File: src/rtl/get_digests_requester.sv
// get_digests_requester: issues a GET_DIGESTS request, captures the DIGESTS answer,
// validates its header and reports either the digests or an error code, retrying on timeout.
module get_digests_requester #(
  parameter int HDR_W = 32,
  parameter int PAY_W = 96,
  parameter logic [7:0] PROTO_VER = 8'h01,
  parameter logic [7:0] REQ_CMD = 8'h81,
  parameter logic [7:0] RSP_CMD = 8'h01,
  parameter int TIMEOUT = 255,
  parameter int MAX_RETRIES = 2
) (
  input  logic             clk,
  input  logic             reset_n,
  input  logic             start,
  output logic [HDR_W-1:0] req_header,
  output logic             req_valid,
  input  logic             rsp_ack_in,
  input  logic [HDR_W-1:0] rsp_header,
  input  logic [PAY_W-1:0] rsp_payload,
  output logic [PAY_W-1:0] digests,
  output logic [7:0]       slot_mask,
  output logic             digests_valid,
  output logic             done,
  output logic             error,
  output logic [2:0]       err_code,
  output logic             busy
);
  typedef enum logic [2:0] {IDLE, SEND, WAIT, CHECK, DONE, ERR} state_t;
  localparam logic [7:0] TMO = 8'(TIMEOUT);
  localparam logic [7:0] RETRY_MAX = 8'(MAX_RETRIES);
  localparam logic [HDR_W-1:0] REQ_HDR = HDR_W'({PROTO_VER, REQ_CMD, 16'h0000});
  state_t state;
  logic [7:0] cnt;
  logic [7:0] retries;
  logic [HDR_W-1:0] hdr_q;
  logic [PAY_W-1:0] pay_q;
  always_ff @(posedge clk) begin
    if (!reset_n) begin
      state <= IDLE;
      cnt <= '0;
      retries <= '0;
      hdr_q <= '0;
      pay_q <= '0;
      req_header <= '0;
      req_valid <= 1'b0;
      digests <= '0;
      slot_mask <= '0;
      digests_valid <= 1'b0;
      done <= 1'b0;
      error <= 1'b0;
      err_code <= '0;
      busy <= 1'b0;
    end else begin
      done <= 1'b0;
      error <= 1'b0;
      case (state)
        IDLE: if (start) begin
          state <= SEND;
          busy <= 1'b1;
          req_header <= REQ_HDR;
          digests_valid <= 1'b0;
          err_code <= '0;
          retries <= '0;
        end
        SEND: begin
          cnt <= '0;
          req_valid <= 1'b1;
          state <= WAIT;
        end
        // ack takes priority over the timeout terminal count
        WAIT: if (rsp_ack_in) begin
          hdr_q <= rsp_header;
          pay_q <= rsp_payload;
          req_valid <= 1'b0;
          state <= CHECK;
        end else if (cnt == TMO) begin
          req_valid <= 1'b0;
          if (retries < RETRY_MAX) begin
            retries <= retries + 8'd1;
            state <= SEND;
          end else begin
            err_code <= 3'd4;
            error <= 1'b1;
            state <= ERR;
          end
        end else begin
          cnt <= cnt + 8'd1;
        end
        CHECK: if (hdr_q[31:24] != PROTO_VER) begin
          err_code <= 3'd1;
          error <= 1'b1;
          state <= ERR;
        end else if (hdr_q[23:16] != RSP_CMD) begin
          err_code <= 3'd2;
          error <= 1'b1;
          state <= ERR;
        end else if (hdr_q[7:0] == 8'h00) begin
          err_code <= 3'd3;
          error <= 1'b1;
          state <= ERR;
        end else begin
          digests <= pay_q;
          slot_mask <= hdr_q[7:0];
          digests_valid <= 1'b1;
          done <= 1'b1;
          state <= DONE;
        end
        DONE, ERR: begin
          state <= IDLE;
          busy <= 1'b0;
          req_header <= '0;
        end
        default: state <= IDLE;
      endcase
    end
  end
endmodule

File: config.mk
export PLATFORM = sky130hd
export DESIGN_NAME = get_digests_requester
export DESIGN_NICKNAME = d
export VERILOG_FILES = /design/src/rtl/get_digests_requester.sv
export SDC_FILE = /design/constraint.sdc
export NUM_CORES = 1
export LEC_CHECK = 0
export BUFFER_PORTS_ARGS = -buffer_cell sky130_fd_sc_hd__buf_2
export CORE_UTILIZATION = 45
export DETAILED_ROUTE_END_ITERATION = 10
export HOLD_SLACK_MARGIN = 0.06
export PLACE_DENSITY = 0.74
export RECOVER_POWER = 25
export SKIP_LAST_GASP = 1
export SYNTH_ARGS = -nofsm -noshare
export SYNTH_HDL_FRONTEND = slang
export SYNTH_SLANG_ARGS = --single-unit
File: constraint.sdc
create_clock -name clk -period 1.55 [get_ports clk]
set_input_delay 0.31 -clock clk [delete_from_list [all_inputs] [get_ports clk]]
set_output_delay 0.31 -clock clk [all_outputs]
set_load 0.05 [all_outputs]
==> reports/results.ini, run 1 <==
[global_routing]
gr-total-overflow=0
track_usage=0.264
grt_start_max_net_pins=78
grt_pass1_vias=9221
antenna_found_initial=3
grt_pass1_wl_mm=45.6

[run_status]
violations=setup timing
outcome=finished with violations

[clock_network]
clockRootBuffer=clkbuf_16
htree_num_levels=1
numCtsBuffers=25
max-clock-path-buffers=3
cts.sinks=251
cts_tree=done
clock_latency_ps=530
clk_pin_slew_ps=60

[power_and_ir_drop]
p_sw_mw=3.41
p_leak_nw=5.73
switching_share=0.242
p_clk_frac=0.425
combPwrFrac=0.105
power.density_nw_per_um2=992
vdd_drop_max_v=0.000809
seq_power_share=0.470
p_int_mw=10.7

[critical_path]
worstSetupPathType=reg -> reg
critPathMaxFanout=12
cp_data_arrival_time_ps=2310
rr_worst_depth=8
crit_path_start_kind=flip-flop
cp.required_ps=1970
cp-end-kind=flip-flop

[route]
dr_total_vias=9712
drt_drc_violations_left=0
vias_per_cell=5.20
wl_mm=32.1
drtAntennaViolNets=0
routedWlPerCell_um=17.2
drtPass1Iterations=5
drt_iter0_drc=784

[sta]
rsz0062_at_grt=true
hold_violations=0
fin_tns_setup_ps=-46730
finClkSkew_ps=18.6
fin_crit_sh=1.21
setup_viol=241
postLayoutSetupSlackWorst_ps=-333
finalCriticalPeriod_ps=1880
slew_violations=0
holdWs_ps=151
fmax_ghz=0.531

[synthesis]
syn_area_per_cell_um2=7.96
synth_area_leaders=dfxtp_1 54%, nand2_1 19%, a21oi_1 12%
synth_xor_area_frac=0
synth_seq_cells=251
synth-main-ff-cell=dfxtp_1
synth_top_family_by_area=simple AND/OR/NAND/NOR gates
synthSimpleGateAreaFrac=0.233
ys_warn_count=0
synth-adder-area-share=0.00270
synthArstFlopShare=0
muxShareOfSynthArea=0.00122
netlist.area_leader.share=0.543
netlist-cell-type-count=47
synthCells=1163
synth-compound-area-share=0.151
seq_area_frac_synth=0.543
yosys.area.top_type=dfxtp_1
synth-edff-count=0
syn_area_um2=9260

[die]
coreArea_um2=20200
die_h_um=145
die_x_um=145
die_area_um2=21200
row_count=52
io_pins=276
initial_core_util=0.458

[job]
cap_viol_max_count=0

[layout]
syn_to_final_growth_pct=53.5
drive_gt1_frac=0.311
stdcell_count=1867
design_area_um2=14200
nNetsFinal=1710

[placement]
numPortBuffers=238
dp_hpwl_mm=15.6
numPlacedInstances=1659
postPlaceCellArea_um2=11000
gp_congestion=0.862

[hold_path]
min_path_cells=3
hp-class=in -> reg

==> cell families after synthesis <==
| kind of cell | Yosys count |
|---|---|
| other | 1 |
| muxes | 1 |
| adders and majority gates | 2 |
| and+or+nand+nor | 529 |
| DFF | 251 |
| AOI/OAI and AO/OA | 262 |
| buffers and inverters | 117 |
==> per-layer routing <==
layer | vias up | part of all wire | routed length [um] | GRT usage
met1 | 4553 | 0.39 | 12400 | 0.307
met5 | - | 0 | 0 | 0
met2 | 462 | 0.50 | 16200 | 0.474
met4 | 0 | 0.037 | 1200 | 0.110
met3 | 106 | 0.073 | 2340 | 0.0495
li1 | 4591 | - | - | -
==> cell usage after synthesis, types with 8 or more instances <==
library cell  instances
nand2_1             458
a21oi_2              10
dfxtp_1             251
buf_1                 8
clkbuf_1             48
a21oi_1             226
nand2_2              10
buf_4                35
nor2_1               14
o21ai_0               8
buf_2                14
==> state kept, by name (all words and copies together) (netlist names) <==
signal,count
digests_valid,1
pay_q,96
req_header,1
retries,8
digests,96
cnt,8
done,1
err_code,3
slot_mask,8
error,1
req_valid,1
state,3
hdr_q,24
==> worst max-delay path, stage by stage, from the launching register on <==
cell and delay, ps:
dfxtp_2 340, nor4_4 270, and4b_2 310, buf_6 120, buf_6 100, nand4_4 80, buf_12 180, clkbuf_16 180
a21oi_1 200
==> power groups by stage <==
stage          combinational [mW]  clock (mW)  sequential (mW)
4_1_cts                      1.28        6.06             6.62
5_1_grt                      1.57        6.35             6.64
6_report                     1.48        5.99             6.63
3_3_place_gp                 1.01           0             6.76
2_1_floorplan               0.648           0             6.77
3_5_place_dp                 1.03           0             6.76
==> layout make-up <==
class | instances | area (um^2)
Antenna cell | 3 | 7.51
Clock buffer | 40 | 752
Clock inverter | 5 | 53.8
Fill cell | 1477 | 6020
Inverter | 5 | 23.8
Multi-Input combinational cell | 824 | 4070
Sequential cell | 251 | 5040
Tap cell | 270 | 338
Timing Repair Buffer | 469 | 3940
==> worst paths after layout <==
path                                   from       endpoint  slack, ps
worst max-delay path              hdr_q[23]  digests_valid       -330
worst min-delay path                reset_n       state[1]        150
worst max register to register    hdr_q[23]  digests_valid       -330
worst min register to register  digests[16]    digests[16]        450
==> repair_timing <==
item / in CTS / in global routing
setup buffers: 13 / 8
endpoints found under the setup margin: 242 / 249
resized for setup: 36 / 111
hold endpoints to repair: 120 / 0
pin swaps: 28 / 54
hold buffers: 120 / 0
cloned: 9 / 14
==> layout by cell type (no fill, tap or decap), drive strengths merged, types with 2 or more instances in the layout <==
master	synthesis	final
a21oi	236	236
a31o	2	2
a31oi	6	6
and3	7	7
and4	2	3
and4b	2	2
buf	63	300
clkbuf	49	89
clkinv	0	3
conb	1	29
dfxtp	251	251
diode	0	3
dlygate4sd3	0	120
ha	2	2
inv	5	6
nand2	468	468
nand3	7	7
nand4	5	5
nor2	14	14
nor2b	4	4
nor3	7	7
nor3b	2	2
nor4	6	6
o21ai	9	9
==> stage by stage <==
stage          worst slack (ps)  power, mW   util
6_report                   -333       14.1  0.703
5_1_grt                    -415       14.6  0.703
4_1_cts                    -257       14.0  0.665
3_5_place_dp               -315       7.79  0.545
3_3_place_gp               -264       7.77  0.545
2_1_floorplan             -82.2       7.42      -
Note: power is estimated with default switching activity, not from simulation.
==> inputs of run 2 (changes only) <==
--- a/config.mk
+++ b/config.mk
@@ -6,6 +6,7 @@
 export NUM_CORES = 1
 export LEC_CHECK = 0
 export BUFFER_PORTS_ARGS = -buffer_cell sky130_fd_sc_hd__buf_2
+export CORE_ASPECT_RATIO = 1.2
 export CORE_UTILIZATION = 45
 export DETAILED_ROUTE_END_ITERATION = 10
 export HOLD_SLACK_MARGIN = 0.06
==> reports/results.ini, run 2 (synthesis gave the netlist of run 1 again) <==
[run_status]
outcome=finished with violations
violations=setup timing

[sta]
fmax_ghz=0.522  ; -1.8%
finClkSkew_ps=12.5  ; -6.09 ps
fin_crit_sh=1.24  ; +0.0224
rsz0062_at_grt=true
tightest_slew_ps=553
postLayoutSetupSlackWorst_ps=-367  ; -34.7 ps
setup_viol=148  ; -39%
hold_violations=0  ; unchanged
slew_violations=0  ; unchanged
max_slew_margin=0.627
finalCriticalPeriod_ps=1920  ; +34.7 ps
holdWs_ps=63.6  ; -87.7 ps

[critical_path]
cp.required_ps=1980  ; about the same
crit_path_start_kind=flip-flop
rr_endpoint=digests[91]
cp-end-kind=flip-flop
reg2reg_from=hdr_q[27]
critPathMaxFanout=7  ; -5
reg2reg_slack_ps=-370  ; -30 ps
rr_worst_depth=7  ; -1
worstSetupPathType=reg -> reg
cp_data_arrival_time_ps=2350  ; +40 ps

[placement]
gp_congestion=0.839  ; -2.6%
numPortBuffers=238  ; unchanged
dpl_worst_slack_ps=-324  ; -9.25 ps
dp_hpwl_mm=15.8  ; +1.2%

[clock_network]
clock_latency_ps=520  ; about the same
clockRootBuffer=clkbuf_16
cts.sinks=251  ; unchanged
htree_num_levels=1  ; unchanged
clk_pin_slew_ps=60  ; about the same
numCtsBuffers=25  ; unchanged
max-clock-path-buffers=3  ; unchanged
cts_tree=done

[power_and_ir_drop]
vdd_drop_max_v=0.00101  ; +24%
p_leak_nw=5.76  ; +0.48%
power.density_nw_per_um2=1020  ; +2.5%

[global_routing]
grt_start_max_net_pins=53  ; -32%
grt_pass1_vias=9343  ; +1.3%
antenna_found_initial=0  ; -3
gr-total-overflow=0  ; unchanged
grt_pass1_wl_mm=44.7  ; -1.9%
track_usage=0.259  ; -0.00513

[layout]
nNetsFinal=1696  ; -0.82%
syn_to_final_growth_pct=54.6
drive_gt1_frac=0.341  ; +0.0296
final_common_cell=nand2_1
final_cell_mix=411 x nand2_1, 239 x dfxtp_1, 182 x a21oi_1, 182 x buf_2, 116 x dlygate4sd3_1
reg_top3=digests: 96 flops, pay_q: 96 flops, hdr_q: 24 flops

[die]
coreArea_um2=20200  ; -0.25%
die_h_um=159  ; +9.4%
initial_core_util=0.459  ; +0.00116
die_area_um2=21200  ; about the same
die_x_um=133  ; -8.6%
row_count=57  ; +9.6%
io_pins=276  ; unchanged

[route]
routedWlPerCell_um=17.1  ; -0.48%
vias_per_cell=5.24  ; +0.73%
dr_total_vias=9668  ; -0.45%
drtAntennaViolNets=0  ; unchanged
drt_drc_violations_left=0  ; unchanged
drtPass1Iterations=5  ; unchanged
drt_iter0_drc=599  ; -24%
wl_mm=31.6  ; -1.7%

[hold_path]
hp-class=in -> reg
hold_start=rsp_payload[0]
min_path_cells=3  ; unchanged
holdPathEnd=pay_q[0]

[job]
cap_viol_max_count=0  ; unchanged

[run 2: changes by cell type in the layout (fill, tap and decap cells not counted), moves of 5 or more]
cell      before  now
buf_4         46   53
nand2_2       24   38
clkbuf_2      34   52
clkbuf_1       9    4
a21oi_1      198  182
buf_2        200  182
buf_6         20    9
a21oi_2       38   54
nand2_4        3   19
nand2_1      440  411
[run 2: worst max-delay path by stage]
stage                             end      start  depth (start not counted)
final                     digests[91]  hdr_q[27]                          7
after global routing      digests[74]  hdr_q[27]                          7
after CTS                 digests[27]  hdr_q[30]                          7
after detailed placement  digests[51]   hdr_q[3]                          7
after global placement    digests[88]   hdr_q[3]                          7
after floorplan           digests[65]  hdr_q[27]                          9
[run 2: repair_timing]
item	in CTS	in global routing
gates resized for setup	62	131
buffers inserted	14	8
hold buffers	116	0
gates cloned	6	9
setup endpoints to repair	125	159
endpoints found under the hold margin	116	0
pin swaps	17	63
[run 2: stage by stage]
step / setup TNS (ps) / utilization / instances / instance area, um^2 / power [mW]
after floorplan: -3690 / - / 1191 / 9390 / 7.42
after global placement: -32370 / 0.545 / 1648 / 11000 / 7.78
after detailed placement: -31340 / 0.545 / 1648 / 11000 / 7.79
after CTS: -16850 / 0.673 / 1828 / 13600 / 14.5
after global routing: -43940 / 0.709 / 1844 / 14300 / 15.0
final: -32600 / 0.709 / 1845 / 14300 / 14.6
[run 2: critical path, stage by stage (launching register included)]
cell and delay [ps]:
dfxtp_2 320, nor4_1 310, and4b_2 330, and4_4 290, buf_12 170, clkbuf_16 180, nand2_1 70, a21oi_1 150
[run 2: routing by layer]
layer	track usage	vias to the layer above	share of wire	wire length [um]
met5	0	-	0	0
met1	0.287	4524	0.38	12100
met4	0.131	0	0.046	1440
met2	0.471	488	0.51	16200
met3	0.0433	121	0.061	1910
li1	-	4535	-	-
[run 2: cell type report]
type                    count  area [um^2]
diodes                      1         2.50
clock buffers              32          682
clock inverters            12          193
fillers                  1380         5870
well taps                 265          332
multi-input cells         823         4250
inverters                   5         23.8
repair buffers            456         3780
flip-flops and latches    251         5040
[run 2: where the power goes]
part | switching [mW] | leakage [nW] | internal, mW
sequential | 0.0776 | 2.03 | 6.56
clock | 2.55 | 0.433 | 3.94
combinational | 0.802 | 3.30 | 0.634
total | 3.43 | 5.76 | 11.1
==> inputs of run 3 (changes only) <==
--- a/config.mk
+++ b/config.mk
@@ -8,10 +8,12 @@
 export BUFFER_PORTS_ARGS = -buffer_cell sky130_fd_sc_hd__buf_2
 export CORE_ASPECT_RATIO = 1.2
 export CORE_UTILIZATION = 45
+export CTS_BUF_LIST = sky130_fd_sc_hd__clkbuf_16
 export DETAILED_ROUTE_END_ITERATION = 10
 export HOLD_SLACK_MARGIN = 0.06
 export PLACE_DENSITY = 0.74
 export RECOVER_POWER = 25
+export SETUP_SLACK_MARGIN = 0.02
 export SKIP_LAST_GASP = 1
 export SYNTH_ARGS = -nofsm -noshare
 export SYNTH_HDL_FRONTEND = slang
==> reports/results.ini, run 3 (synthesis gave the netlist of run 1 again) <==
[critical_path]
cp_data_arrival_time_ps=2270  ; -80 ps
worstSetupPathType=reg -> reg
crit_path_start_kind=flip-flop
slowest_stage=dfxtp_1
critical_path.cell_chain=nor4_2 > and4b_2 > and4_4 > clkbuf_16 > clkbuf_16 > nand2_1 > a21oi_1
path_buf_inv=2  ; unchanged
critPathTopFamily=simple AND/OR/NAND/NOR gates
critPathMaxFanout=4  ; -3
crit_path_frequent_cell=clkbuf_16
reg2reg_slack_ps=-290  ; +80 ps
cp-end-kind=flip-flop
cpPeakStageDelay_ps=320  ; about the same
rr_endpoint=digests[16]
rr_worst_depth=7  ; unchanged
cp.required_ps=1990  ; about the same
reg2reg_from=hdr_q[27]

[global_routing]
gr-total-overflow=0  ; unchanged
grt_start_max_net_pins=50  ; -5.7%
track_usage=0.252  ; -0.00626
grt_pass1_wl_mm=43.9  ; -1.9%
antenna_found_initial=0  ; unchanged
grt_pass1_vias=9092  ; -2.7%

[layout]
drive_gt1_frac=0.288  ; -0.0525
utilization=0.678  ; -0.0317
reg_top3=digests: 96 flops, pay_q: 96 flops, hdr_q: 24 flops
fillers=1527  ; +11%
stdcell_count=1830  ; -0.81%
antenna_cells=0  ; -1
final_common_cell=nand2_1
final_cell_mix=446 x nand2_1, 245 x dfxtp_1, 234 x buf_2
syn_to_final_growth_pct=47.7
nNetsFinal=1685  ; -0.65%

[power_and_ir_drop]
p_leak_nw=5.51  ; -4.3%
power_mw=13.8  ; -5.4%
vdd_drop_max_v=0.000664  ; -34%
power.density_nw_per_um2=1010  ; -1.0%

[clock_network]
clockRootBuffer=clkbuf_16
numCtsBuffers=25  ; unchanged
max-clock-path-buffers=3  ; unchanged
cts.sinks=251  ; unchanged
clock_latency_ps=510  ; about the same
clk_pin_slew_ps=60  ; about the same
htree_num_levels=1  ; unchanged
cts_tree=done

[route]
drtAntennaViolNets=0  ; unchanged
dr_total_vias=9393  ; -2.8%
drt_drc_violations_left=0  ; unchanged
wl_mm=29.1  ; -7.8%
drtPass1Iterations=5  ; unchanged
drt_iter0_drc=607  ; +1.3%
vias_per_cell=5.13  ; -2.0%
routedWlPerCell_um=15.9  ; -7.1%

[placement]
gp_congestion=0.825  ; -1.7%
numPortBuffers=238  ; unchanged
numPlacedInstances=1648  ; unchanged
dp_hpwl_mm=15.6  ; -1.2%

[sta]
finClkSkew_ps=12.0  ; -0.439 ps
fin_crit_sh=1.18  ; -0.0524
fmax_ghz=0.545  ; +4.4%
rsz0062_at_grt=true
fin_tns_setup_ps=-25220  ; +7380 ps
postLayoutSetupSlackWorst_ps=-286  ; +81.2 ps
finalCriticalPeriod_ps=1840  ; -81.2 ps
holdWs_ps=74.2  ; +10.6 ps
max_slew_margin=0.672  ; +0.0449
hold_violations=0  ; unchanged
setup_viol=113  ; -24%
tightest_slew_ps=486  ; -66.5 ps
slew_violations=0  ; unchanged

[hold_path]
hp-class=in -> reg
min_path_cells=3  ; unchanged
hold_start=rsp_header[5]
holdPathEnd=hdr_q[5]

[die]
die_area_um2=21200  ; unchanged
row_count=57  ; unchanged
io_pins=276  ; unchanged
coreArea_um2=20200  ; unchanged
initial_core_util=0.459  ; unchanged
die_x_um=133  ; unchanged
die_h_um=159  ; unchanged

[job]
cap_viol_max_count=0  ; unchanged

[run_status]
outcome=finished with violations
violations=setup timing

-- run 3: layer usage --
layer | vias to the layer above | GRT usage | part of all wire
met5 | - | 0 | 0
met4 | 0 | 0.111 | 0.036
li1 | 4530 | - | -
met2 | 381 | 0.462 | 0.52
met3 | 83 | 0.0411 | 0.061
met1 | 4399 | 0.285 | 0.39
-- run 3: area by class of cell --
type                       count  area (um^2)  area share
timing repair buffer         445         3570       0.261
sequential                   251         5040       0.368
inverter                       5         23.8     0.00174
multi-input combinational    823         3940       0.288
tap                          265          332      0.0242
clock inverter                16          141      0.0103
clock buffer                  25          626      0.0457
-- run 3: power breakdown --
part | total, mW | internal (mW) | switching (mW) | leakage [nW]
clock | 5.78 | 3.39 | 2.39 | 0.394
sequential | 6.63 | 6.56 | 0.0729 | 2.03
combinational | 1.36 | 0.595 | 0.766 | 3.09
-- run 3: stage by stage --
stage / instance area, um^2 / worst slack [ps]
6_report: 13700 / -286
4_1_cts: 13100 / -221
3_5_place_dp: 11000 / -291
2_1_floorplan: 9400 / -82.2
3_3_place_gp: 11000 / -220
5_1_grt: 13700 / -386
-- run 3: worst min-delay path, stage by stage --
cell	delay [ps]
buf_2	100
nand2_1	60
a21oi_1	70
-- run 3: what timing repair did --
action	4_1_cts	5_1_grt
endpoints found under the hold margin	118	0
cloned	3	9
buffers inserted	7	4
resized for setup	16	83
endpoints found under the setup margin	127	211
hold buffers	118	0
pin swaps	5	54
-- run 3: worst max path at each step --
| stage | from | endpoint | slack [ps] | cells past startpoint |
|---|---|---|---|---|
| global route | hdr_q[23] | digests[20] | -390 | 9 |
| finish | hdr_q[27] | digests[16] | -290 | 7 |
| detailed placement | hdr_q[27] | digests[55] | -290 | 6 |
| global placement | hdr_q[27] | digests[56] | -220 | 6 |
| floorplan | hdr_q[27] | digests[65] | -80 | 9 |
| CTS | hdr_q[20] | digests[8] | -220 | 8 |
